File: config.mk
export PLATFORM = sky130hd
export DESIGN_NAME = mb_writeback
export DESIGN_NICKNAME = d
export VERILOG_FILES = /design/src/rtl/mb_writeback.sv
export SDC_FILE = /design/constraint.sdc
export NUM_CORES = 1
export LEC_CHECK = 0
export ABC_AREA = 0
export CORE_ASPECT_RATIO = 2
export CORE_UTILIZATION = 25
export DETAILED_ROUTE_END_ITERATION = 8
export PLACE_DENSITY = 0.41
export RECOVER_POWER = 50
export SLEW_MARGIN = 10
export SYNTH_ARGS = -nofsm -noshare
export SYNTH_HDL_FRONTEND = slang
export SYNTH_SLANG_ARGS = --single-unit
File: constraint.sdc
create_clock -name clk -period 8.35 [get_ports clk]
set_input_delay 1.67 -clock clk [delete_from_list [all_inputs] [get_ports clk]]
set_output_delay 1.67 -clock clk [all_outputs]
set_load 0.01 [all_outputs]
File: src/rtl/mb_writeback.sv
// Macroblock writeback into an on-chip frame store, plus a neighbour fetch of
// the row above and the column left of a macroblock. Optional feature: MB_RANGE_CHECK_EN.
module mb_writeback #(
  parameter int unsigned LENGTH    = 16,
  parameter int unsigned WIDTH     = 16,
  parameter int unsigned MB_SIZE_L = 4,
  parameter int unsigned MB_SIZE_W = 4
) (
  input  logic                   clk,
  input  logic                   reset,
  input  logic                   start,
  input  logic [12:0]            mbnumber,
  input  logic                   pix_valid,
  input  logic [7:0]             pix_data,
  output logic                   pix_ready,
  output logic                   done,
  input  logic                   nbr_req,
  input  logic [12:0]            nbr_mbnumber,
  output logic [8*MB_SIZE_W-1:0] toppixels,
  output logic [8*MB_SIZE_L-1:0] leftpixels,
  output logic                   nbr_valid
`ifdef MB_RANGE_CHECK_EN
  ,
  output logic                   err
`endif
);

  localparam int unsigned NPIX = LENGTH * WIDTH;
  localparam int unsigned AW   = (NPIX > 1) ? $clog2(NPIX) : 1;
  localparam int unsigned MPR  = WIDTH / MB_SIZE_W;
  localparam int unsigned JW   = $clog2(MB_SIZE_L);
  localparam int unsigned KW   = $clog2(MB_SIZE_W);
`ifdef MB_RANGE_CHECK_EN
  localparam int unsigned NMB  = (LENGTH / MB_SIZE_L) * MPR;
`endif

  typedef enum logic [1:0] {IDLE, WRITE, NBR} state_t;

  state_t          state, state_n;
  logic [31:0]     row_q, col_q;
  logic [JW-1:0]   j_q;
  logic [KW-1:0]   k_q;
  logic            start_bad, nbr_bad, last_pix, wr_en;
  logic [AW-1:0]   wr_addr;
  logic [8*MB_SIZE_W-1:0] top_c;
  logic [8*MB_SIZE_L-1:0] left_c;

  // Frame store powers up mid-grey and is deliberately outside the reset domain.
  logic [7:0] frame [NPIX] = '{default: 8'd128};

  function automatic logic [31:0] origin_row(input logic [12:0] mb);
    return (32'(mb) / MPR) * MB_SIZE_L;
  endfunction

  function automatic logic [31:0] origin_col(input logic [12:0] mb);
    return (32'(mb) % MPR) * MB_SIZE_W;
  endfunction

  // Addresses wrap modulo the store size so an oversized mbnumber stays in bounds.
  function automatic logic [AW-1:0] faddr(input logic [31:0] r, input logic [31:0] c);
    return AW'((r * WIDTH + c) % NPIX);
  endfunction

`ifdef MB_RANGE_CHECK_EN
  assign start_bad = (32'(mbnumber) >= NMB);
  assign nbr_bad   = (32'(nbr_mbnumber) >= NMB);
`else
  assign start_bad = 1'b0;
  assign nbr_bad   = 1'b0;
`endif

  assign pix_ready = (state == WRITE);
  assign last_pix  = (j_q == JW'(MB_SIZE_L - 1)) && (k_q == KW'(MB_SIZE_W - 1));
  assign wr_en     = (state == WRITE) && pix_valid;
  assign wr_addr   = faddr(row_q + 32'(j_q), col_q + 32'(k_q));

  always_ff @(posedge clk or posedge reset) begin
    if (reset) state <= IDLE;
    else       state <= state_n;
  end

  always_comb begin
    state_n = state;
    case (state)
      IDLE: begin
        if (start) begin
          if (!start_bad) state_n = WRITE;
        end else if (nbr_req && !nbr_bad) begin
          state_n = NBR;
        end
      end
      WRITE:   if (pix_valid && last_pix) state_n = IDLE;
      NBR:     state_n = IDLE;
      default: state_n = IDLE;
    endcase
  end

  always_ff @(posedge clk) begin
    if (wr_en) frame[wr_addr] <= pix_data;
  end

  always_comb begin
    top_c  = '0;
    left_c = '0;
    for (int i = 0; i < int'(MB_SIZE_W); i++)
      top_c[8*i +: 8] = (row_q == 32'd0) ? 8'd128 : frame[faddr(row_q - 32'd1, col_q + 32'(i))];
    for (int i = 0; i < int'(MB_SIZE_L); i++)
      left_c[8*i +: 8] = (col_q == 32'd0) ? 8'd128 : frame[faddr(row_q + 32'(i), col_q - 32'd1)];
  end

  always_ff @(posedge clk or posedge reset) begin
    if (reset) begin
      row_q      <= '0;
      col_q      <= '0;
      j_q        <= '0;
      k_q        <= '0;
      done       <= 1'b0;
      nbr_valid  <= 1'b0;
      toppixels  <= '0;
      leftpixels <= '0;
`ifdef MB_RANGE_CHECK_EN
      err        <= 1'b0;
`endif
    end else begin
      done      <= wr_en && last_pix;
      nbr_valid <= (state == NBR);
      case (state)
        IDLE: begin
          if (start) begin
            if (!start_bad) begin
              row_q <= origin_row(mbnumber);
              col_q <= origin_col(mbnumber);
              j_q   <= '0;
              k_q   <= '0;
            end
          end else if (nbr_req && !nbr_bad) begin
            row_q <= origin_row(nbr_mbnumber);
            col_q <= origin_col(nbr_mbnumber);
          end
`ifdef MB_RANGE_CHECK_EN
          if ((start && start_bad) || (!start && nbr_req && nbr_bad)) err <= 1'b1;
`endif
        end
        WRITE: begin
          if (pix_valid) begin
            if (k_q == KW'(MB_SIZE_W - 1)) begin
              k_q <= '0;
              j_q <= j_q + JW'(1);
            end else begin
              k_q <= k_q + KW'(1);
            end
          end
        end
        NBR: begin
          toppixels  <= top_c;
          leftpixels <= left_c;
        end
        default: ;
      endcase
    end
  end

endmodule

==> flow_summary.yaml <==
power:
  ir_worst_vdd_uv: 199.9
  pwr-share-comb_pct: 37.2
  power.internal_mw: 10.39
  power_mw: 15.98
  p_leak_nw: 14.70
  clockPowerShare_pct: 27.3
  p_per_area_nw_per_um2: 341.7
  seq_power_share_pct: 35.4
  sw_frac_of_total_pct: 34.96
  p_switching_mw: 5.586
clocking:
  hold_buffers: 0
  clock_latency_ps: 680
  cts.clk_slew.worst_paths_ps: 70
  cts.sinks: 981
  post_cts_buffers: 0
  h-tree-depth: 3
  cts_tree: "built"
  cts-root-buf: "clkbuf_16"
  cts_made_buffers: 88
  clock_path_buffers: 3
  ctsResizeCount: 0
sta:
  worstMarginPinSlew_ps: 3756
  slew-limit-headroom_pct: -150.4
  fin_worst_skew_ps: 32.76
  setup_viol: 0
  rsz0062_at_grt: "no"
  min_period_over_period_pct: 77.50
  max_freq_mhz: 154.5
  hold_viol: 0
  worst_hold_slack_ps: 469.3
  tns_ps: 0
  slew_violations: 1020
  fin_crit_ps: 6471
layout:
  layout-drive-gt1-share_pct: 22.49
  post-route-util_pct: 29.12
  layout.cells.non_filler: 4342
  fin_nets: 2223
  syn2layout_area_growth_pct: 15.67
setup_path:
  cpMaxStageDelayCell: "clkbuf_1"
  critPathMaxStageDelay_ps: 2750
  crit_path_end_kind: "flip-flop"
  crit_buf_inv: 2
  worst_ep_required_time_ps: 8270
  r2r_end: "leftpixels[27]"
  arrival_ps: 6390
  r2r_setup_slack_ps: 3080
  cp_common_cell: "clkbuf_1"
  reg2reg_from: "col_q[2]"
  cp_top_family: "buffers and inverters"
  worstSetupPathType: "in2reg"
  rr_worst_depth: 8
  path_cells: "clkbuf_1 -> clkbuf_1"
  crit_fanout: 64
  start_kind: "primary input"
route:
  ant_nets: 0
  routed_wl_mm: 137.5
  vias_per_cell: 4.842
  vias: 21022
  first_iter_violations: 1515
  routedWlPerCell_um: 31.66
  dr.pass1.iters: 5
  drc: 0
global_route:
  grt_pass1_wl_mm: 190.2
  gr-total-overflow: 0
  grt_usage_pct: 16.89
  antenna_found_initial: 7
  grt_pass1_vias: 22708
  grt_max_degree: 97
synth:
  synth_flop_cell: "edfxtp_1"
  synth_area_sq_um: 40430
  synth_seq_cells: 981
  ys_async_sr_fraction_pct: 8.665
  seq_area_frac_synth_pct: 71.81
  syn_avg_cell_area_sq_um: 19.59
  yosysUniqueCellTypes: 65
  yosys_warnings: 0
  synth_enable_flop_cells: 896
  synthCells: 2064
  synth_nets: 2120
worst_hold_path:
  min_to: "toppixels[3]"
  hp-class: "reg2reg"
  min_path_cells: 2
  worstHoldStart: "toppixels[3]"
placement:
  io_buffers: 105
  globalplace.congestion: 0.8523
  hpwl_mm: 94.02
  placed_cells: 4177
flow_run:
  max-cap-violations: 19
die:
  die-area_sq_um: 163400
  die_h_um: 570.7
  rows: 208
  start_util_pct: 25.18
  design.core.area_sq_um: 160600
  die_w_um: 286.4
  pin_count: 106
outcome:
  violations: "max-capacitance violations, max-slew violations"
  status: "finished with violations"
-- layout make-up --
| type | count | area [sq um] |
|---|---|---|
| Fill cell | 15675 | 113800 |
| Sequential cell | 981 | 29040 |
| Multi-Input combinational cell | 943 | 10760 |
| Tap cell | 2100 | 2628 |
| Clock buffer | 117 | 2476 |
| Timing Repair Buffer | 141 | 1255 |
| Clock inverter | 47 | 555.5 |
| Inverter | 12 | 47.55 |
| Antenna cell | 1 | 2.502 |
-- flip-flops by register name, summed over array words and instances (netlist names) --
name / count
j_q: 2
k_q: 2
nbr_valid: 1
leftpixels: 32
frame: 896
state: 2
toppixels: 32
done: 1
row_q: 11
col_q: 2
-- power groups by stage --
stage / Clock (mW) / Sequential (mW) / Combinational [mW]
after floorplan: 0 / 5.64 / 3.79
after global placement: 0 / 5.76 / 6.06
after detailed placement: 0 / 5.77 / 6.07
after CTS: 4.47 / 5.66 / 6.09
after global routing: 4.61 / 5.69 / 6.19
final: 4.37 / 5.66 / 5.95
-- metrics by stage --
| step | worst slack [ps] | instance area (sq um) |
|---|---|---|
| global placement | 3016 | 43810 |
| CTS | 2910 | 46840 |
| finish | 1879 | 46760 |
| detailed placement | 2934 | 43810 |
| global route | 1642 | 46760 |
| floorplan | 4487 | 40430 |
-- worst max path at each step --
stage                     start             end  slack, ps  cells after the start
finish              pix_data[2]   frame[207][2]       1880                      2
CTS                    col_q[2]  leftpixels[27]       2910                      8
detailed placement     col_q[2]  leftpixels[27]       2930                      8
global placement       col_q[2]  leftpixels[27]       3020                      8
floorplan                 reset        col_q[2]       4490                      1
global route        pix_data[2]   frame[184][2]       1640                      2
-- layer usage --
layer  routed length [um]  global-route usage (%)
met3                 4827                   1.813
met5                    0                       0
met4                 7450                   8.523
met1                46370                   17.37
met2                78840                   33.12
-- layout by cell type (no fill, tap or decap), types with 5 or more instances in the layout --
cell type        count
o22ai_1             15
nand2b_1             8
bufinv_16           12
clkinv_2            10
nor2_1             145
a22oi_1              8
dfrtp_1             82
nand2_1            157
o221ai_1             5
nor3_1               8
clkbuf_8             8
mux4_2             314
ha_1                14
clkbuf_1            36
mux2i_1             54
a31oi_1              9
buf_4               23
and3_1               7
clkbuf_16           92
dlygate4sd3_1       15
o21ai_0             17
a211oi_1             7
a32o_1               6
mux2_2              10
o22a_1               6
a21oi_1             28
inv_1                6
inv_6                5
nor2b_1             10
edfxtp_1           896
clkdlybuf4s50_1     82
a22o_1              11
nand3_1             42
clkinv_1            16
-- logic make-up after synthesis --
| kind of cell | synth area share [%] |
|---|---|
| compound gates | 2.553 |
| buf+inv | 1.702 |
| xor+xnor | 0.1671 |
| simple gates | 4.138 |
| fa+ha+maj | 0.5261 |
| flops | 71.81 |
| mux | 19.11 |
-- Yosys cell counts (10+ instances only) --
cell type,count,share of area (%)
nand2_1,160,1.5
o21ai_0,17,0.21
mux2i_1,54,1.3
o22ai_1,15,0.23
nor2_1,145,1.3
clkbuf_1,58,0.54
a21oi_1,28,0.35
dfrtp_1,85,5.3
edfxtp_1,896,67
mux4_2,314,17
nor2b_1,10,0.15
ha_1,17,0.53
buf_4,11,0.20
a22o_1,11,0.24
nand3_1,42,0.52
mux2_2,10,0.28
buf_2,43,0.53
Power figures use the tool's default switching activity.
